===== src/rtl/bumpy_motion.sv =====
// -----------------------------------------------------------------------------
// bumpy_motion
//
// Frame-rate motion engine for the Bumpy sprite. Once per startOfFrame the
// sprite moves through a bounce cycle (rise, fall, land). Left/right steering
// is applied, and tile collisions are resolved from the neighbour tile types
// supplied by step_controller. Landing events are reported as one-clock pulses.
//
// Ports:
//   clk                  system clock
//   reset                synchronous, active-high reset
//   startOfFrame         one-clock pulse per video frame; all motion happens on it
//   restart              one-clock pulse; reload start position, enter IDLE
//   leftKey, rightKey    level-sensitive steering
//   area[3:0][2:0]       neighbour tiles of the centre tile: 0=left 1=up 2=right 3=down
//   teleport_cordinates  target of the tile below: [7:4] column, [3:0] row
//   bumpy_x, bumpy_y     sprite top-left position in px
//   brick_hit, coin_hit, teleport, gate_reached, death   one-clock event pulses
//   event_col, event_row tile that caused the last pulse
//   state                current FSM state (debug)
// -----------------------------------------------------------------------------
module bumpy_motion #(
    parameter int NUM_OF_ROWS   = 7,
    parameter int NUM_OF_COLS   = 10,
    parameter int START_X       = 0,
    parameter int START_Y       = 64,
    parameter int V_STEP        = 4,
    parameter int H_STEP        = 4,
    parameter int BOUNCE_FRAMES = 8
) (
    input  logic            clk,
    input  logic            reset,
    input  logic            startOfFrame,
    input  logic            restart,
    input  logic            leftKey,
    input  logic            rightKey,
    input  logic [3:0][2:0] area,
    input  logic [7:0]      teleport_cordinates,
    output logic [10:0]     bumpy_x,
    output logic [10:0]     bumpy_y,
    output logic            brick_hit,
    output logic            coin_hit,
    output logic            teleport,
    output logic            gate_reached,
    output logic            death,
    output logic [3:0]      event_col,
    output logic [2:0]      event_row,
    output logic [2:0]      state
);

    typedef enum logic [2:0] {
        S_IDLE = 3'd0,
        S_RISE = 3'd1,
        S_FALL = 3'd2,
        S_DEAD = 3'd3,
        S_DONE = 3'd4
    } state_t;

    localparam logic [2:0] TILE_FREE = 3'd0;
    localparam logic [2:0] TILE_REGU = 3'd1;
    localparam logic [2:0] TILE_GATE = 3'd2;
    localparam logic [2:0] TILE_COIN = 3'd3;
    localparam logic [2:0] TILE_PORT = 3'd4;
    localparam logic [2:0] TILE_SPIK = 3'd5;
    localparam logic [2:0] TILE_BRAK = 3'd6;

    localparam int CW = $clog2(BOUNCE_FRAMES + 1);

    localparam logic [10:0]   START_X_PX = 11'(START_X);
    localparam logic [10:0]   START_Y_PX = 11'(START_Y);
    localparam logic [10:0]   V_STEP_PX  = 11'(V_STEP);
    localparam logic [10:0]   H_STEP_PX  = 11'(H_STEP);
    localparam logic [10:0]   X_MAX      = 11'((NUM_OF_COLS - 1) * 64);
    localparam logic [4:0]    LAST_ROW   = 5'(NUM_OF_ROWS - 1);
    localparam logic [CW-1:0] RISE_LAST  = CW'(BOUNCE_FRAMES - 1);

    // Pulse vector bit positions
    localparam int P_BRICK = 0;
    localparam int P_COIN  = 1;
    localparam int P_PORT  = 2;
    localparam int P_GATE  = 3;
    localparam int P_DEATH = 4;

    state_t        state_q, state_d;
    logic [10:0]   x_q, x_d;
    logic [10:0]   y_q, y_d;
    logic [CW-1:0] cnt_q, cnt_d;
    logic [4:0]    pulse_q, pulse_d;
    logic [3:0]    event_col_q, event_col_d;
    logic [2:0]    event_row_q, event_row_d;

    // Passability of the left, up and right neighbours
    logic [2:0] pass;
    for (genvar gi = 0; gi < 3; gi++) begin : g_pass
        assign pass[gi] = (area[gi] == TILE_FREE) || (area[gi] == TILE_COIN);
    end

    // Landing event tile: column of the sprite centre, row just below
    logic [3:0] land_col;
    logic [2:0] land_row;
    logic [3:0] port_row_m1;
    assign land_col    = 4'((x_q + 11'd32) >> 6);
    assign land_row    = 3'(y_q[10:6] + 5'd1);
    assign port_row_m1 = teleport_cordinates[3:0] - 4'd1;

    logic steer_en;
    logic left_blocked;
    logic right_blocked;

    // Horizontal motion is only constrained when x sits on a tile boundary;
    // between boundaries the sprite always completes the step it started.
    assign left_blocked  = (x_q[5:0] == 6'd0) && (!pass[0] || (x_q == 11'd0));
    assign right_blocked = (x_q[5:0] == 6'd0) && (!pass[2] || (x_q == X_MAX));

    always_comb begin
        state_d     = state_q;
        x_d         = x_q;
        y_d         = y_q;
        cnt_d       = cnt_q;
        pulse_d     = '0;
        event_col_d = event_col_q;
        event_row_d = event_row_q;
        steer_en    = 1'b0;

        if (restart) begin
            state_d = S_IDLE;
            x_d     = START_X_PX;
            y_d     = START_Y_PX;
            cnt_d   = '0;
        end else if (startOfFrame) begin
            unique case (state_q)
                S_IDLE: begin
                    state_d = S_FALL;
                end
                S_RISE: begin
                    steer_en = 1'b1;
                    // The y guard keeps the sprite on-grid even if the
                    // tile above row 0 is reported passable.
                    if (pass[1] && (y_q >= V_STEP_PX)) begin
                        y_d = y_q - V_STEP_PX;
                    end
                    if (cnt_q == RISE_LAST) begin
                        cnt_d   = '0;
                        state_d = S_FALL;
                    end else begin
                        cnt_d = cnt_q + CW'(1);
                    end
                end
                S_FALL: begin
                    if (y_q[5:0] != 6'd0) begin
                        y_d      = y_q + V_STEP_PX;
                        steer_en = 1'b1;
                    end else if (y_q[10:6] == LAST_ROW) begin
                        pulse_d[P_DEATH] = 1'b1;
                        event_col_d      = land_col;
                        event_row_d      = land_row;
                        state_d          = S_DEAD;
                    end else begin
                        unique case (area[3])
                            TILE_FREE: begin
                                y_d = y_q + V_STEP_PX;
                            end
                            TILE_BRAK: begin
                                pulse_d[P_BRICK] = 1'b1;
                                event_col_d      = land_col;
                                event_row_d      = land_row;
                                state_d          = S_RISE;
                            end
                            TILE_COIN: begin
                                pulse_d[P_COIN] = 1'b1;
                                event_col_d     = land_col;
                                event_row_d     = land_row;
                                state_d         = S_RISE;
                            end
                            TILE_SPIK: begin
                                pulse_d[P_DEATH] = 1'b1;
                                event_col_d      = land_col;
                                event_row_d      = land_row;
                                state_d          = S_DEAD;
                            end
                            TILE_GATE: begin
                                pulse_d[P_GATE] = 1'b1;
                                event_col_d     = land_col;
                                event_row_d     = land_row;
                                state_d         = S_DONE;
                            end
                            TILE_PORT: begin
                                pulse_d[P_PORT] = 1'b1;
                                event_col_d     = land_col;
                                event_row_d     = land_row;
                                x_d             = {1'b0, teleport_cordinates[7:4], 6'd0};
                                // Arrive one tile above the target row so the
                                // next bounce lands on it.
                                if (teleport_cordinates[3:0] == 4'd0) begin
                                    y_d = 11'd0;
                                end else begin
                                    y_d = {1'b0, port_row_m1, 6'd0};
                                end
                                state_d = S_RISE;
                            end
                            default: begin
                                // REGU and any unknown code: plain bounce
                                state_d = S_RISE;
                            end
                        endcase
                    end
                end
                default: begin
                    // DEAD / DONE: frozen until restart
                end
            endcase

            if (steer_en) begin
                if (leftKey && !rightKey && !left_blocked) begin
                    x_d = x_q - H_STEP_PX;
                end else if (rightKey && !leftKey && !right_blocked) begin
                    x_d = x_q + H_STEP_PX;
                end
            end
        end
    end

    always_ff @(posedge clk) begin
        if (reset) begin
            state_q     <= S_IDLE;
            x_q         <= START_X_PX;
            y_q         <= START_Y_PX;
            cnt_q       <= '0;
            pulse_q     <= '0;
            event_col_q <= '0;
            event_row_q <= '0;
        end else begin
            state_q     <= state_d;
            x_q         <= x_d;
            y_q         <= y_d;
            cnt_q       <= cnt_d;
            pulse_q     <= pulse_d;
            event_col_q <= event_col_d;
            event_row_q <= event_row_d;
        end
    end

    assign bumpy_x      = x_q;
    assign bumpy_y      = y_q;
    assign brick_hit    = pulse_q[P_BRICK];
    assign coin_hit     = pulse_q[P_COIN];
    assign teleport     = pulse_q[P_PORT];
    assign gate_reached = pulse_q[P_GATE];
    assign death        = pulse_q[P_DEATH];
    assign event_col    = event_col_q;
    assign event_row    = event_row_q;
    assign state        = state_q;

endmodule


===== config.mk =====
export PLATFORM = sky130hd
export DESIGN_NAME = bumpy_motion
export DESIGN_NICKNAME = d
export VERILOG_FILES = /design/src/rtl/bumpy_motion.sv
export SDC_FILE = /design/constraint.sdc
export NUM_CORES = 1
export LEC_CHECK = 0
export ABC_AREA = 1
export BUFFER_PORTS_ARGS = -buffer_cell sky130_fd_sc_hd__buf_2
export CAP_MARGIN = 20
export CORE_UTILIZATION = 49
export CTS_CLUSTER_DIAMETER = 150
export DETAILED_ROUTE_END_ITERATION = 6
export PLACE_DENSITY = 0.79
export SLEW_MARGIN = 30
export SYNTH_ARGS = -nofsm -noshare
export SYNTH_HDL_FRONTEND = slang
export SYNTH_SLANG_ARGS = --single-unit

===== constraint.sdc =====
create_clock -name clk -period 2.2 [get_ports clk]
set_clock_uncertainty 0.05 [all_clocks]
set_input_delay 0.44 -clock clk [delete_from_list [all_inputs] [get_ports clk]]
set_output_delay 0.44 -clock clk [all_outputs]
set_load 0.05 [all_outputs]

==> out/summary.txt, run 1 <==
P_leak - 1.708 nW
Mapped Avg Cell Area - 6.435 um^2
cell mode on critical path - inv_1
r2r setup slk - 0.24 ns
total routed wirelength - 7.590 mm
CTS buffer count - 5
Total Neg Setup Slack - 0 ns
Worst Path Max Fanout - 13
most common cell after layout, fill and taps aside - nand2_1
io pins - 63
Post-synth EDFFs - 0
Final period util - 0.8929
initial antenna violation count - 0
via count of the first global-routing pass - 2755
crit-path cells - inv_1, ha_1, nand2_4, nor2_8, nand3_2, nor2_2, o22ai_1, nand3_1, inv_1
drt first pass iters - 4
Reg2Reg Launch Point - bumpy_y[2]$_SDFFE_PP0P_
Worst setup EP type - flop
Pwr Total - 1.568 mW
worst hold path depth - 2
Avg WL per Cell - 12.65 um
clock slew seen by the registers of the worst setup and hold paths - 0.09 ns
ys async rst share - 0
PortBufs - 60
latest clock arrival within the worst-skew pair - 0.30 ns
status - complete, no violations
Max Fclk - 509.1 MHz
met1 usage - 0.3349
Post-CTS Hold Buffers - 0
YS warnings - 0
Final Cell Area - 0.003447 mm^2
Slowest cell on crit path - dfxtp_2
busiest grt layer - met2
via count - 3136
placed inst area - 0.003331 mm^2
CP delay by family, top - simple AND/OR/NAND/NOR gates
worst path arrival time - 2.11 ns
nets - 564
Reg2Reg Depth - 9
Synth Cell Area - 0.002973 mm^2
Max-Cap Viols - 0
register area share after synthesis - 0.2626
Min Clock Period, post-route - 1.964 ns
reg2reg end - bumpy_x[2]$_SDFFE_PP0P_
end of the worst hold path - pulse_q[2]$_SDFF_PP0_
largest net degree at the start of global routing - 17
worst hold margin - 0.3306 ns
Seq cells post-synth - 39
share of cells above drive strength 1 - 0.1962
DRT antenna net count - 0
Die Height - 79.89 um
final core utilization - 0.5857
GRT Overall Usage - 0.2486
DR vias/cell - 5.227
area grow syn2layout - 15.95%
post-detail-place hpwl - 5.807 mm
Setup CP Type - flop to flop
RSZ-0062 raised after global routing - false
drc violations - 0
WP data required - 2.34 ns
CTS root buf - clkbuf_8
H-tree lvl count - 2
Slew Viols, Final - 0
gr ovfl total - 0
# diodes - 0
most frequent cells in the layout - nand2_1 (103), nor2_1 (68), buf_2 (60)
Unique masters post-synth - 38
first-pass GRT wire length - 12.56 mm
Main synth FF type - dfxtp_1
Worst Path Buf+Inv - 2
Core Rows - 28
Worst setup SP type - flop
# setup viols final - 0
Iteration-0 DRC Markers - 196
Min-Delay Path Class - input port to flop
Cell Pwr Density - 454.9 mW/mm^2
die area - 0.006382 mm^2
CTS tree - built
post-CTS setup buffers - 0
Die W - 79.89 um
Clock Sinks - 39
Cells after Synth - 462
Final Hold Vio Count - 0
Core Area - 0.005886 mm^2
GR Util met3 - 0.04457
GPL Wtd Cong - 0.9556
largest stage delay on the critical path - 0.37 ns
starting density of the core - 0.5051
Peak VDD IR - 0.3329 mV
Hold Path Origin - area[9]
GR Util met2 - 0.3974
CTS max path bufs - 2
[report_power, final]
group	internal, mW	leakage, nW	switching, mW
Sequential	0.713	0.315	0.00996
Clock	0.338	0.0581	0.270
Combinational	0.0745	1.33	0.162
[synthesized netlist by cell type, types with 2 or more instances]
cell type,count,area share
nor4_1,3,0.0063
or2_2,2,0.0042
nor2_1,69,0.087
inv_1,49,0.062
a21oi_1,26,0.044
clkbuf_1,4,0.0050
nor3_1,6,0.010
nand4_1,9,0.019
xor2_1,11,0.032
dfxtp_1,39,0.26
o22ai_1,2,0.0042
nor2_2,2,0.0042
buf_6,6,0.023
nand2_2,4,0.0084
xnor2_1,5,0.015
nand3_1,47,0.079
a211oi_1,5,0.013
nand3b_1,2,0.0050
o21ai_1,6,0.010
buf_2,5,0.0084
nor2_4,3,0.011
buf_4,2,0.0050
nand2_1,103,0.13
o211ai_1,2,0.0050
a211oi_2,3,0.013
o21ai_0,22,0.037
ha_1,14,0.059
[cell families (layout without fill, tap and decap cells)]
kind of cell / count (synthesis) / in the layout / synth area share
adder cells (fa/ha/maj): 14 / 14 / 0.05892
other: 1 / 2 / 0.001261
flip-flops: 39 / 39 / 0.2626
AND/OR/NAND/NOR: 254 / 254 / 0.3843
AO/OA/AOI/OAI: 70 / 70 / 0.1393
buffers and inverters: 68 / 130 / 0.1065
XOR/XNOR: 16 / 16 / 0.04714
[sequential cells by signal, indices dropped and copies added, names as in the netlist]
register   flops
event_col      4
bumpy_x       11
event_row      3
pulse_q        5
cnt_q          4
bumpy_y        9
state          3
[area by class of cell]
cell class,count,area [um^2]
multi-input combinational,356,1882
timing repair buffer,71,382.9
tap,75,93.84
clock inverter,3,43.79
clock buffer,5,68.82
sequential,39,782.0
inverter,51,193.9
fill,597,2439
[worst max path at each step]
stage	start	endpoint	slack [ns]	cells after the start
CTS	bumpy_y[2]$_SDFFE_PP0P_	bumpy_x[5]$_SDFFE_PP0P_	0.16	9
detailed placement	bumpy_y[2]$_SDFFE_PP0P_	bumpy_y[8]$_SDFFE_PP0P_	0.17	9
floorplan	bumpy_y[2]$_SDFFE_PP0P_	bumpy_y[8]$_SDFFE_PP0P_	0.02	9
global route	bumpy_y[2]$_SDFFE_PP0P_	bumpy_x[5]$_SDFFE_PP0P_	0.05	9
finish	bumpy_y[2]$_SDFFE_PP0P_	bumpy_x[2]$_SDFFE_PP0P_	0.24	9
global placement	bumpy_y[2]$_SDFFE_PP0P_	bumpy_y[8]$_SDFFE_PP0P_	0.20	9
[per-layer routing]
| metal | wire length [um] | up-vias | share of wire |
|---|---|---|---|
| met5 | 0 | - | 0 |
| met4 | 130 | 0 | 0.017 |
| met3 | 412 | 14 | 0.054 |
| met2 | 3366 | 103 | 0.44 |
| met1 | 3681 | 1387 | 0.48 |
| li1 | - | 1632 | - |
[worst reg2reg max path: stages, from the launching register on]
cell,delay (ns)
dfxtp_2,0.37
inv_1,0.13
ha_1,0.27
nand2_4,0.14
nor2_8,0.18
nand3_2,0.25
nor2_2,0.24
o22ai_1,0.11
nand3_1,0.08
inv_1,0.04
[through the flow]
step	setup slack, ns	instances
detailed placement	0.1670	592
global route	0.05123	600
CTS	0.1582	600
global placement	0.1966	592
finish	0.2357	600
floorplan	0.01943	463
[repair_timing]
action                                  CTS  global route
gates resized for setup                   0             3
endpoints found under the setup margin    0             5
hold endpoints to repair                  0             0
Note: power is estimated with default switching activity, not from simulation.
==> run 2, diff against run 1 <==
REMOVE_ABC_BUFFERS = 1   (was unset)
==> run 2 against run 1 <==
Against the previous run: non-clock buffer count fell by 2; final area fell by 0.54%; fmax fell by 2.7%; clock power fell by 0.8%; setup slack got worse by 0.055 ns.
==> out/summary.txt, run 2 (synthesis results as in run 1) <==
Min-Delay Path Class - input port to flop
Setup CP Type - flop to flop
status - complete, no violations
drt first pass iters - 5
Peak VDD IR - 0.2957 mV
DR vias/cell - 5.418
Max Fclk - 495.1 MHz
CTS buffer count - 5
Total Neg Setup Slack - 0 ns
crit-path cells - inv_1, ha_1, nand3_1, nand2_1, o21ai_1, nand2_1, nand2_2, inv_1, nand2_1, nand3_1
RSZ-0062 raised after global routing - false
GRT Overall Usage - 0.2512
Flop pwr share - 0.464
Filler Cell Count - 568
clock network power share - 0.386
switching share of power - 0.2798
PortBufs - 60
via count - 3240
io pins - 63
Max-Cap Viols - 0
nets - 562
clock slew seen by the registers of the worst setup and hold paths - 0.09 ns
Worst setup SP type - flop
GPL Wtd Cong - 0.9226
cts repair resizes - 0
CTS root buf - clkbuf_8
area grow syn2layout - 15.32%
combinational share of power - 0.150
H-tree lvl count - 2
via count of the first global-routing pass - 2966
Final Hold Vio Count - 0
Die W - 79.89 um
DRT antenna net count - 0
P_leak - 1.696 nW
placed instance count - 590
Int Pwr - 1.124 mW
largest stage delay on the critical path - 0.43 ns
Final period util - 0.9181
Post-CTS Hold Buffers - 0
Min Clock Period, post-route - 2.020 ns
largest net degree at the start of global routing - 17
most frequent cells in the layout - nand2_1 (103), nor2_1 (69), buf_2 (60)
CTS max path bufs - 2
post-CTS setup buffers - 0
latest clock arrival within the worst-skew pair - 0.30 ns
Iteration-0 DRC Markers - 204
worst hold margin - 0.3207 ns
initial antenna violation count - 0
top sig layer - met4
Cell Pwr Density - 455.1 mW/mm^2
most common cell after layout, fill and taps aside - nand2_1
total routed wirelength - 7.622 mm
Worst setup EP type - flop
drc violations - 0
Slowest cell on crit path - dfxtp_1
Clock Sinks - 39
# setup viols final - 0
max reg flops - 11
WP data required - 2.34 ns
Finished Layout Cells - 598
met1 wire length - 3.173 mm
first-pass GRT wire length - 12.84 mm
gr ovfl total - 0
share of cells above drive strength 1 - 0.1893
worst path arrival time - 2.16 ns
# diodes - 0
cell mode on critical path - nand2_1
die area - 0.006382 mm^2
Avg WL per Cell - 12.75 um
switching pwr - 0.4366 mW
Slew Viols, Final - 0
met3 wire length - 642 um
Die Height - 79.89 um
Core Area - 0.005886 mm^2
Core Rows - 28
CTS tree - built
post-detail-place hpwl - 5.855 mm
met2 WL - 3.630 mm
Worst Path Max Fanout - 14
starting density of the core - 0.5051
run 2: changes by cell type in the layout (fill, tap and decap cells not counted), sizes merged:
cell,delta
buf,-2
run 2: layer usage:
layer / vias to the layer above / GRT usage
li1: 1626 / -
met1: 1436 / 0.3010
met2: 157 / 0.4385
met3: 21 / 0.05371
met4: 0 / 0.08929
met5: - / 0
run 2: path summary, 6_finish.rpt:
check                                from                      end  slack, ns  cells past startpoint
setup / recovery  bumpy_y[7]$_SDFFE_PP0P_  bumpy_y[6]$_SDFFE_PP1P_       0.18                     10
hold / removal                   area[11]    pulse_q[1]$_SDFF_PP0_       0.32                      2
setup reg to reg  bumpy_y[7]$_SDFFE_PP0P_  bumpy_y[6]$_SDFFE_PP1P_       0.18                     10
hold reg to reg   bumpy_x[0]$_SDFFE_PP0P_  bumpy_x[0]$_SDFFE_PP0P_       0.42                      2
run 2: power by group through the flow:
stage	Clock (mW)	Sequential [mW]	Combinational, mW
final	0.603	0.724	0.234
after global routing	0.652	0.725	0.259
after floorplan	0	0.766	0.126
after global placement	0	0.740	0.227
after CTS	0.618	0.724	0.232
after detailed placement	0	0.740	0.230
run 2: worst max-delay path, delay by kind of cell, from the launching register on:
| family | cells | cell delay [ns] |
|---|---|---|
| AO/OA/AOI/OAI | 1 | 0.17 |
| adder cells (fa/ha/maj) | 1 | 0.25 |
| AND/OR/NAND/NOR | 6 | 0.70 |
| buffers and inverters | 2 | 0.32 |
| flip-flops | 1 | 0.43 |
run 2: through the flow:
step                setup WS, ns  total power [mW]  cell area [um^2]  utilization
finish                    0.1802             1.560              3428       0.5825
global route            0.008880             1.636              3428       0.5825
CTS                       0.2033             1.573              3428       0.5825
detailed placement        0.2010            0.9706              3316       0.5634
global placement          0.2853            0.9668              3316       0.5634
floorplan                0.01747            0.8916              2854            -
run 2: final cells by class:
type | instances | area (um^2) | area share
multi-input combinational | 356 | 1879 | 0.5482
clock inverter | 3 | 43.79 | 0.01277
tap | 75 | 93.84 | 0.02737
sequential | 39 | 780.7 | 0.2277
inverter | 51 | 193.9 | 0.05657
clock buffer | 5 | 68.82 | 0.02007
timing repair buffer | 69 | 367.9 | 0.1073
